File: config.mk
export PLATFORM = sky130hd
export DESIGN_NAME = jtdd_mcu_arb
export DESIGN_NICKNAME = d
export VERILOG_FILES = /design/src/rtl/jtdd_mcu_arb_pkg.sv /design/src/rtl/jtdd_mcu_arb.sv
export SDC_FILE = /design/constraint.sdc
export NUM_CORES = 1
export LEC_CHECK = 0
export CORE_ASPECT_RATIO = 1.4
export CORE_MARGIN = 4
export CORE_UTILIZATION = 45
export CTS_BUF_LIST = sky130_fd_sc_hd__clkbuf_4
export DETAILED_ROUTE_END_ITERATION = 16
export PLACE_DENSITY = 0.7
export SYNTH_ARGS = -nofsm -noshare
export SYNTH_HDL_FRONTEND = slang
export SYNTH_SLANG_ARGS = --single-unit
export TNS_END_PERCENT = 10
File: constraint.sdc
create_clock -name clk -period 1.61 [get_ports clk]
set_input_delay 0.322 -clock clk [delete_from_list [all_inputs] [get_ports clk]]
set_output_delay 0.322 -clock clk [all_outputs]
set_load 0.01 [all_outputs]
File: src/rtl/jtdd_mcu_arb_pkg.sv
// Shared definitions for the main-CPU / MCU shared RAM arbiter.
// State encoding and counter width used by jtdd_mcu_arb.
package jtdd_mcu_arb_pkg;

    localparam int CW = 8;

    typedef enum logic [2:0] {
        ST_IDLE    = 3'd0,
        ST_HALTREQ = 3'd1,
        ST_GRANT   = 3'd2,
        ST_HOLD    = 3'd3,
        ST_RELEASE = 3'd4
    } state_t;

endpackage

File: src/rtl/jtdd_mcu_arb.sv
// Shared RAM arbiter: halts the MCU, grants the window to the main CPU,
// holds it briefly after the request drops, and queues MCU NMIs.
module jtdd_mcu_arb
    import jtdd_mcu_arb_pkg::*;
#(
    parameter int HOLD    = 8,
    parameter int TIMEOUT = 255
) (
    input  logic clk,
    input  logic rstb,
    input  logic main_req,
    input  logic nmi_req,
    input  logic mcu_halted,
    output logic main_wait,
    output logic mcu_halt,
    output logic grant,
    output logic nmi_set,
    output logic tmo_err
);

    // Clamp both limits into the 8-bit counters; HOLD=0 acts as HOLD=1
    localparam int HOLD_CL = (HOLD < 1) ? 1 : ((HOLD > 256) ? 256 : HOLD);
    localparam int TMO_CL  = (TIMEOUT < 0) ? 0 :
                             ((TIMEOUT > 255) ? 255 : TIMEOUT);
    localparam logic [CW-1:0] HOLD_LD = CW'(HOLD_CL - 1);
    localparam logic [CW-1:0] TMO_LIM = CW'(TMO_CL);

    state_t        state;
    state_t        state_nx;
    logic [CW-1:0] tmo_cnt;
    logic [CW-1:0] tmo_nx;
    logic [CW-1:0] hold_cnt;
    logic [CW-1:0] hold_nx;
    logic          tmo_set;
    logic          nmi_q;
    logic          nmi_pend;
    logic          pend_nx;
    logic          nmi_rise;

    always_ff @(posedge clk or negedge rstb) begin
        if (!rstb) begin
            state    <= ST_IDLE;
            tmo_cnt  <= '0;
            hold_cnt <= '0;
            tmo_err  <= 1'b0;
            nmi_q    <= 1'b0;
            nmi_pend <= 1'b0;
        end else begin
            state    <= state_nx;
            tmo_cnt  <= tmo_nx;
            hold_cnt <= hold_nx;
            tmo_err  <= tmo_err | tmo_set;
            nmi_q    <= nmi_req;
            nmi_pend <= pend_nx;
        end
    end

    always_comb begin
        state_nx = state;
        tmo_nx   = tmo_cnt;
        hold_nx  = hold_cnt;
        tmo_set  = 1'b0;
        unique case (state)
            ST_IDLE: begin
                if (main_req) begin
                    state_nx = ST_HALTREQ;
                    tmo_nx   = '0;
                end
            end
            ST_HALTREQ: begin
                if (mcu_halted) begin
                    state_nx = ST_GRANT;
                end else if (tmo_cnt >= TMO_LIM) begin
                    state_nx = ST_GRANT;
                    tmo_set  = 1'b1;
                end else begin
                    tmo_nx = tmo_cnt + 1'b1;
                end
            end
            ST_GRANT: begin
                if (!main_req) begin
                    state_nx = ST_HOLD;
                    hold_nx  = HOLD_LD;
                end
            end
            ST_HOLD: begin
                if (main_req) begin
                    state_nx = ST_GRANT;
                end else if (hold_cnt == '0) begin
                    state_nx = ST_RELEASE;
                end else begin
                    hold_nx = hold_cnt - 1'b1;
                end
            end
            ST_RELEASE: begin
                if (!mcu_halted) begin
                    state_nx = ST_IDLE;
                end
            end
            default: begin
                state_nx = ST_IDLE;
            end
        endcase
    end

    assign mcu_halt  = (state == ST_HALTREQ) ||
                       (state == ST_GRANT)   ||
                       (state == ST_HOLD);
    assign grant     = (state == ST_GRANT) || (state == ST_HOLD);
    assign main_wait = main_req & ~grant;

    // A fresh edge during the pulse cycle wins over the clear
    assign nmi_rise = nmi_req & ~nmi_q;
    assign nmi_set  = (state == ST_IDLE) & nmi_pend;
    assign pend_nx  = nmi_rise | (nmi_pend & ~nmi_set);

endmodule

---- Word level (Yosys, flattened, before mapping) ----
Index checks and enable logic that the tools add are counted.
word-level totals
  latch bits .............................. 0
  register bits ........................... 22
  memory bits (read-only) ................. 0
  word-level logic and storage cells ...... 60
  RAM bits ................................ 0
  output and inout bits ................... 5
  input port bits ......................... 5
  memories kept ........................... 0
operators by class
  bitwise gates (word level) .............. 9
  multipliers ............................. 0
  shift operators ......................... 0
  multiplexer cells ....................... 19
  div/mod/pow operators ................... 0
  equality and inequality tests ........... 13
  reductions and logical operators ........ 10
  $lt $le $gt $ge ......................... 1
  add/subtract/negate cells ............... 2
operators by type and width
  kind                                                      count
  2-to-1 mux 8 bit                                          6
  one-hot mux 8 bit (2 select lines)                        2
  2-to-1 mux 3 bit                                          7
  one-hot mux 3 bit (5 select lines)                        1
  != test 2 bit, second input constant                      7
  adder 8 x 1 -> 8 bit, second input constant               1
  greater-or-equal comparator 8 bit, second input constant  1
  zero test 8 bit                                           1
  AND reduction 4 bit                                       2
  subtractor 8 x 1 -> 8 bit, second input constant          1
  equality test 3 x 2 -> 1 bit, second input constant       2
  != test 3 bit, second input constant                      2
  AND reduction 5 bit                                       1
  bitwise AND 1 bit                                         4
  nonzero test 2 bit                                        2
  equality test 3 x 1 -> 1 bit, second input constant       1
  equality test 3 bit, second input constant                1
  zero test 3 bit                                           1
  logical OR 1 bit                                          3
  2-to-1 mux 1 bit                                          3
  NOT 1 bit                                                 3
  bitwise OR 1 bit                                          2

---- Depth between registers and ports, before layout ----
  word-level depth ........................ 5
  depth in mapped cells ................... 6
  depth with buffers taken out ............ 6

---- Worst setup path after synthesis ----
OpenSTA, ideal clock, no wires.
  kind .................................... register -> register
  start ................................... register hold_cnt[5]
  end ..................................... register hold_cnt[7]
  data required time ...................... 1.532 ns
  period minus slack after synthesis ...... 1.650 ns
  stages on the path, launching flop included .. 4
  setup time .............................. 0.078 ns
  buffers on the path ..................... 0
  setup slack ............................. -0.040 ns
  arrival ................................. 1.572 ns
  cell sequence ........................... dfrtp_1 -> or4_4 -> or4_1 -> a21oi_1
on the way
  longest elaborated chain between the ends .. 4
  elaborated cells on any way between the ends .. 7
  those cells by class .................... add/sub: 1; eq/ne: 1; mux: 3; reduce/logical: 2
RTL lines
  item                                RTL line            source
  from (decl)                         jtdd_mcu_arb.sv:32  logic [CW-1:0] hold_cnt;
  from (signal assigned)              jtdd_mcu_arb.sv:51  hold_cnt <= hold_nx;
  subtractor 8 x 1 -> 8 bit           jtdd_mcu_arb.sv:92  hold_nx = hold_cnt - 1'b1;
  2-to-1 mux 8 bit                    jtdd_mcu_arb.sv:89  end else if (hold_cnt == '0) begin
  2-to-1 mux 8 bit                    jtdd_mcu_arb.sv:87  if (main_req) begin
  one-hot mux 8 bit (2 select lines)  jtdd_mcu_arb.sv:63  unique case (state)
Several ways; a longest one is shown, not always the timed one. The select of a mux whose other input is x is not followed.
A chain may end at the register's enable or synchronous reset.

---- Final worst setup path ----
  start ................................... register state[0]
  end ..................................... output mcu_halt
on the way
  longest elaborated chain between the ends .. 3
  elaborated cells on any way between the ends .. 5
  those cells by class .................... eq/ne: 3; reduce/logical: 2
RTL lines
  item                                                                          RTL line                                  source
  from (decl)                                                                   jtdd_mcu_arb.sv:28                        state_t state;
  from (signal assigned)                                                        jtdd_mcu_arb.sv:49                        state <= state_nx;
  equality test 3 x 1 -> 1 bit or equality test 3 x 2 -> 1 bit (tied branches)  jtdd_mcu_arb.sv:106, jtdd_mcu_arb.sv:107
  logical OR 1 bit                                                              jtdd_mcu_arb.sv:106                       assign mcu_halt = (state == ST_HALTREQ) ||
  logical OR 1 bit (*)                                                          jtdd_mcu_arb.sv:107                       (state == ST_GRANT) ||
  to (decl)                                                                     jtdd_mcu_arb.sv:15                        output logic mcu_halt,
Every way passes the cells marked *; elsewhere a longest branch is shown, timed or not.

==> PnR_summary.wiki <==
{| class="wikitable"
! Metric !! Value
|-
| Run status || finished with violations
|-
| Violations in the final reports || negative setup slack
|-
| Most common cell type on the critical path || sky130_fd_sc_hd__nor2_1
|-
| IO Pins || 10
|-
| Number of hold-slack violations in the final timing report || 0
|-
| Largest net degree at the start of global routing || 23
|-
| Number of placement rows || 21
|-
| Part of the Yosys area used for sequential elements || 0.4612
|-
| Slew @ Worst Pin || between 0.3 and 0.4 ns
|-
| Tot GR Track Use || 0.2083
|-
| Drt drc || 0
|-
| Final wirelength || 3.431 mm
|-
| Top-count cell post-synth || sky130_fd_sc_hd__dfrtp_1
|-
| TritonCTS clock tree || yes
|-
| Worst setup path category || flop to output port
|-
| Leakage Power || 0.8123 nW
|-
| Peak fanout along the critical path || 10
|-
| Total gr overflow || 0
|-
| Final HPWL from detailed placement || between 2 and 2.5 mm
|-
| Number of buffers inserted during clock tree synthesis || 3
|-
| Cell taking the most area after synthesis || sky130_fd_sc_hd__dfrtp_1
|-
| Fin Setup TNS || -1.021 ns
|-
| Synth area leaders || sky130_fd_sc_hd__dfrtp_1 46%, sky130_fd_sc_hd__nand2_1 3.8%, sky130_fd_sc_hd__ha_1 3.1%
|-
| Met3 wire length || 63 um
|-
| Placeable core region || 2470 um^2
|-
| Clock tree root driver cell || sky130_fd_sc_hd__clkbuf_4
|-
| Post-CTS Hold Buffers || 0
|-
| Count of synthesis-stage warnings from yosys || 0
|-
| DR vias || around 1200
|-
| Buf+Inv Stages, Crit Path || 2
|-
| Via count of the first global-routing pass || approximately 1200
|-
| Die outline area || 3552 um^2
|-
| Worst-Skew Late Latency || approximately 0.33 ns
|-
| Library cells used by synthesis || 39
|-
| Count of final setup violators || 14
|-
| Total of buffers placed on input and output ports || 9
|-
| 1st-pass router iterations || 4
|-
| Count of flip-flops with a built-in enable after synthesis || 0
|-
| Crit-path leading delay family || buffers and inverters
|-
| Utilization after layout || 0.7244
|-
| WP data arrival || around 1.5 ns
|-
| Initial drt markers || 37
|-
| Fraction of layout instances using a drive strength above 1 || 0.4471
|-
| Max-Cap Viols || 0
|-
| Synth top area share || 0.4612
|-
| Fraction of the cycle the final worst path needs || 1.106
|-
| Critical Path, Cell by Cell || buf_4, nor2_1, nor2_1, dlygate4sd2_1
|-
| Synthesis-to-layout area growth || 49.90%
|-
| Met2 Wirelength || approximately 2.0 mm
|-
| Antenna-violating nets left || 0
|-
| Cell Area, Placed || around 1600 um^2
|-
| List of most frequent post-synthesis cells || 22 x sky130_fd_sc_hd__dfrtp_1, 12 x sky130_fd_sc_hd__nand2_1, 7 x sky130_fd_sc_hd__a21oi_1, 7 x sky130_fd_sc_hd__nand3_1
|-
| Effective utilization at floorplan || 0.4833
|-
| Final design area excluding fillers || roughly 1800 um^2
|-
| Clock period minus worst slack || 1.781 ns
|-
| Number of buffers between clock root and the deepest sink || 2
|-
| Path class of the lowest-slack min-delay path || input pin to async pin
|-
| Width of the die || approximately 52 um
|-
| Worst path required time || 1.29 ns
|-
| Placer congestion estimate || around 0.87
|-
| Final critical-path setup slack || -0.1710 ns
|-
| Most frequently used flop master after synthesis || sky130_fd_sc_hd__dfrtp_1
|-
| Post-Synthesis Net Count || between 100 and 150
|-
| Headroom to the max-slew limit || 0.7770
|-
| Number of nets in the final layout || 179
|-
| Count of pins over their slew limit || 0
|-
| First-pass GRT wire length || approximately 5.5 mm
|-
| Drt via density || 5.770
|-
| Mean routed wirelength per cell || 16.82 um
|-
| Max Fclk || about 560 MHz
|-
| Syn_area_per_cell || 9.784 um^2
|-
| Worst vdd ir || 0.7979 mV
|-
| Met1 wire length || 1.280 mm
|-
| Clock Sinks || 22
|-
| CP max stage cell || sky130_fd_sc_hd__dfrtp_1
|-
| Cells after Synth || 122
|-
| Worst clock skew on the final layout || 0.004099 ns
|-
| Die height || 68.94 um
|-
| Number of register bits inferred by synthesis || 22
|-
| Unrepaired setup endpoints after global routing || true
|-
| Fraction of registers with async set or reset after synthesis || 1.000
|-
| Startpoint type of the worst setup path || flop
|-
| Uppermost layer routed || met4
|-
| Number of antenna repair diodes || 0
|-
| H-Tree Depth || 1
|-
| Type of destination of the critical path || output port
|-
| Clock transition at the registers of the reported paths || 0.13 ns
|-
| Power Dens Cells || 1398 nW/um^2
|-
| Antenna violations before repair || 0
|-
| Post-synthesis instance area || between 1000 and 1500 um^2
|-
| Largest stage delay, worst path || ~0.4 ns
|}
layout make-up:
cell class | instances | area [um^2]
clock inverters | 1 | 30.03
repair buffers | 48 | 381.6
fillers | 195 | 680.7
clock buffers | 3 | 22.52
flip-flops and latches | 22 | 550.5
multi-input cells | 90 | 739.5
inverters | 6 | 22.52
well taps | 34 | 42.54
cells in the final DEF, fill, tap and decap left out, drive strengths merged, types with 6 or more instances in the layout:
cell type and count:
or4 6, dfrtp 22, buf 41, o21ai 6, inv 6, nand3 7, nor2 6, nand2 12
a21oi 7
flip-flops by register name, summed over array words and instances (netlist names):
signal / flops
hold_cnt: 8
nmi_pend: 1
nmi_q: 1
state: 3
tmo_cnt: 8
tmo_err: 1
cell families after synthesis:
group / Yosys count / share of synthesized area
muxes: 2 / 0.01677
adders and majority gates: 3 / 0.03145
DFF: 22 / 0.4612
AOI/OAI and AO/OA: 32 / 0.1866
xor gates and xnor gates: 2 / 0.01468
and+or+nand+nor: 51 / 0.2558
buffers and inverters: 10 / 0.03354
final timing paths:
kind | start | endpoint | slack [ns] | depth (start not counted)
setup reg to reg | hold_cnt[0] | hold_cnt[2] | -0.13 | 7
max in group asynchronous | rstb | tmo_err | 1.05 | 2
hold reg to reg | nmi_q | nmi_pend | 0.44 | 1
min in group clk | nmi_q | nmi_pend | 0.44 | 1
setup / recovery | state[0] | mcu_halt | -0.17 | 4
hold / removal | rstb | hold_cnt[6] | 0.33 | 2
per-stage QoR:
step                cells  worst slack (ns)  power [W]  hold WS [ns]
floorplan             122          -0.02999   0.001284       0.02641
global placement      194           -0.3489   0.001805        0.4183
detailed placement    194           -0.3986   0.001842        0.4294
CTS                   200           -0.1382   0.002338        0.3439
global route          204           -0.2670   0.002653        0.3313
finish                204           -0.1710   0.002501        0.3298
report_power, final:
part	internal, W	switching (W)	total, W
combinational	0.000661	0.000658	0.00132
clock	0.000252	0.000185	0.000437
sequential	0.000663	0.0000805	0.000744
total	0.00158	0.000924	0.00250
metal layers:
metal | global-route usage | vias to the layer above
met5 | 0 | -
met4 | 0.1180 | 0
met3 | 0.03226 | 11
met2 | 0.4076 | 18
met1 | 0.2038 | 595
li1 | - | 553
what timing repair did:
action                                 4_1_cts  5_1_grt
pin swaps                                    6        8
resized for setup                           24       20
setup buffers                                2        3
endpoints found under the hold margin        0        0
setup endpoints to repair                   19       21
gates cloned                                 0        1
Note: power is estimated with default switching activity, not from simulation.
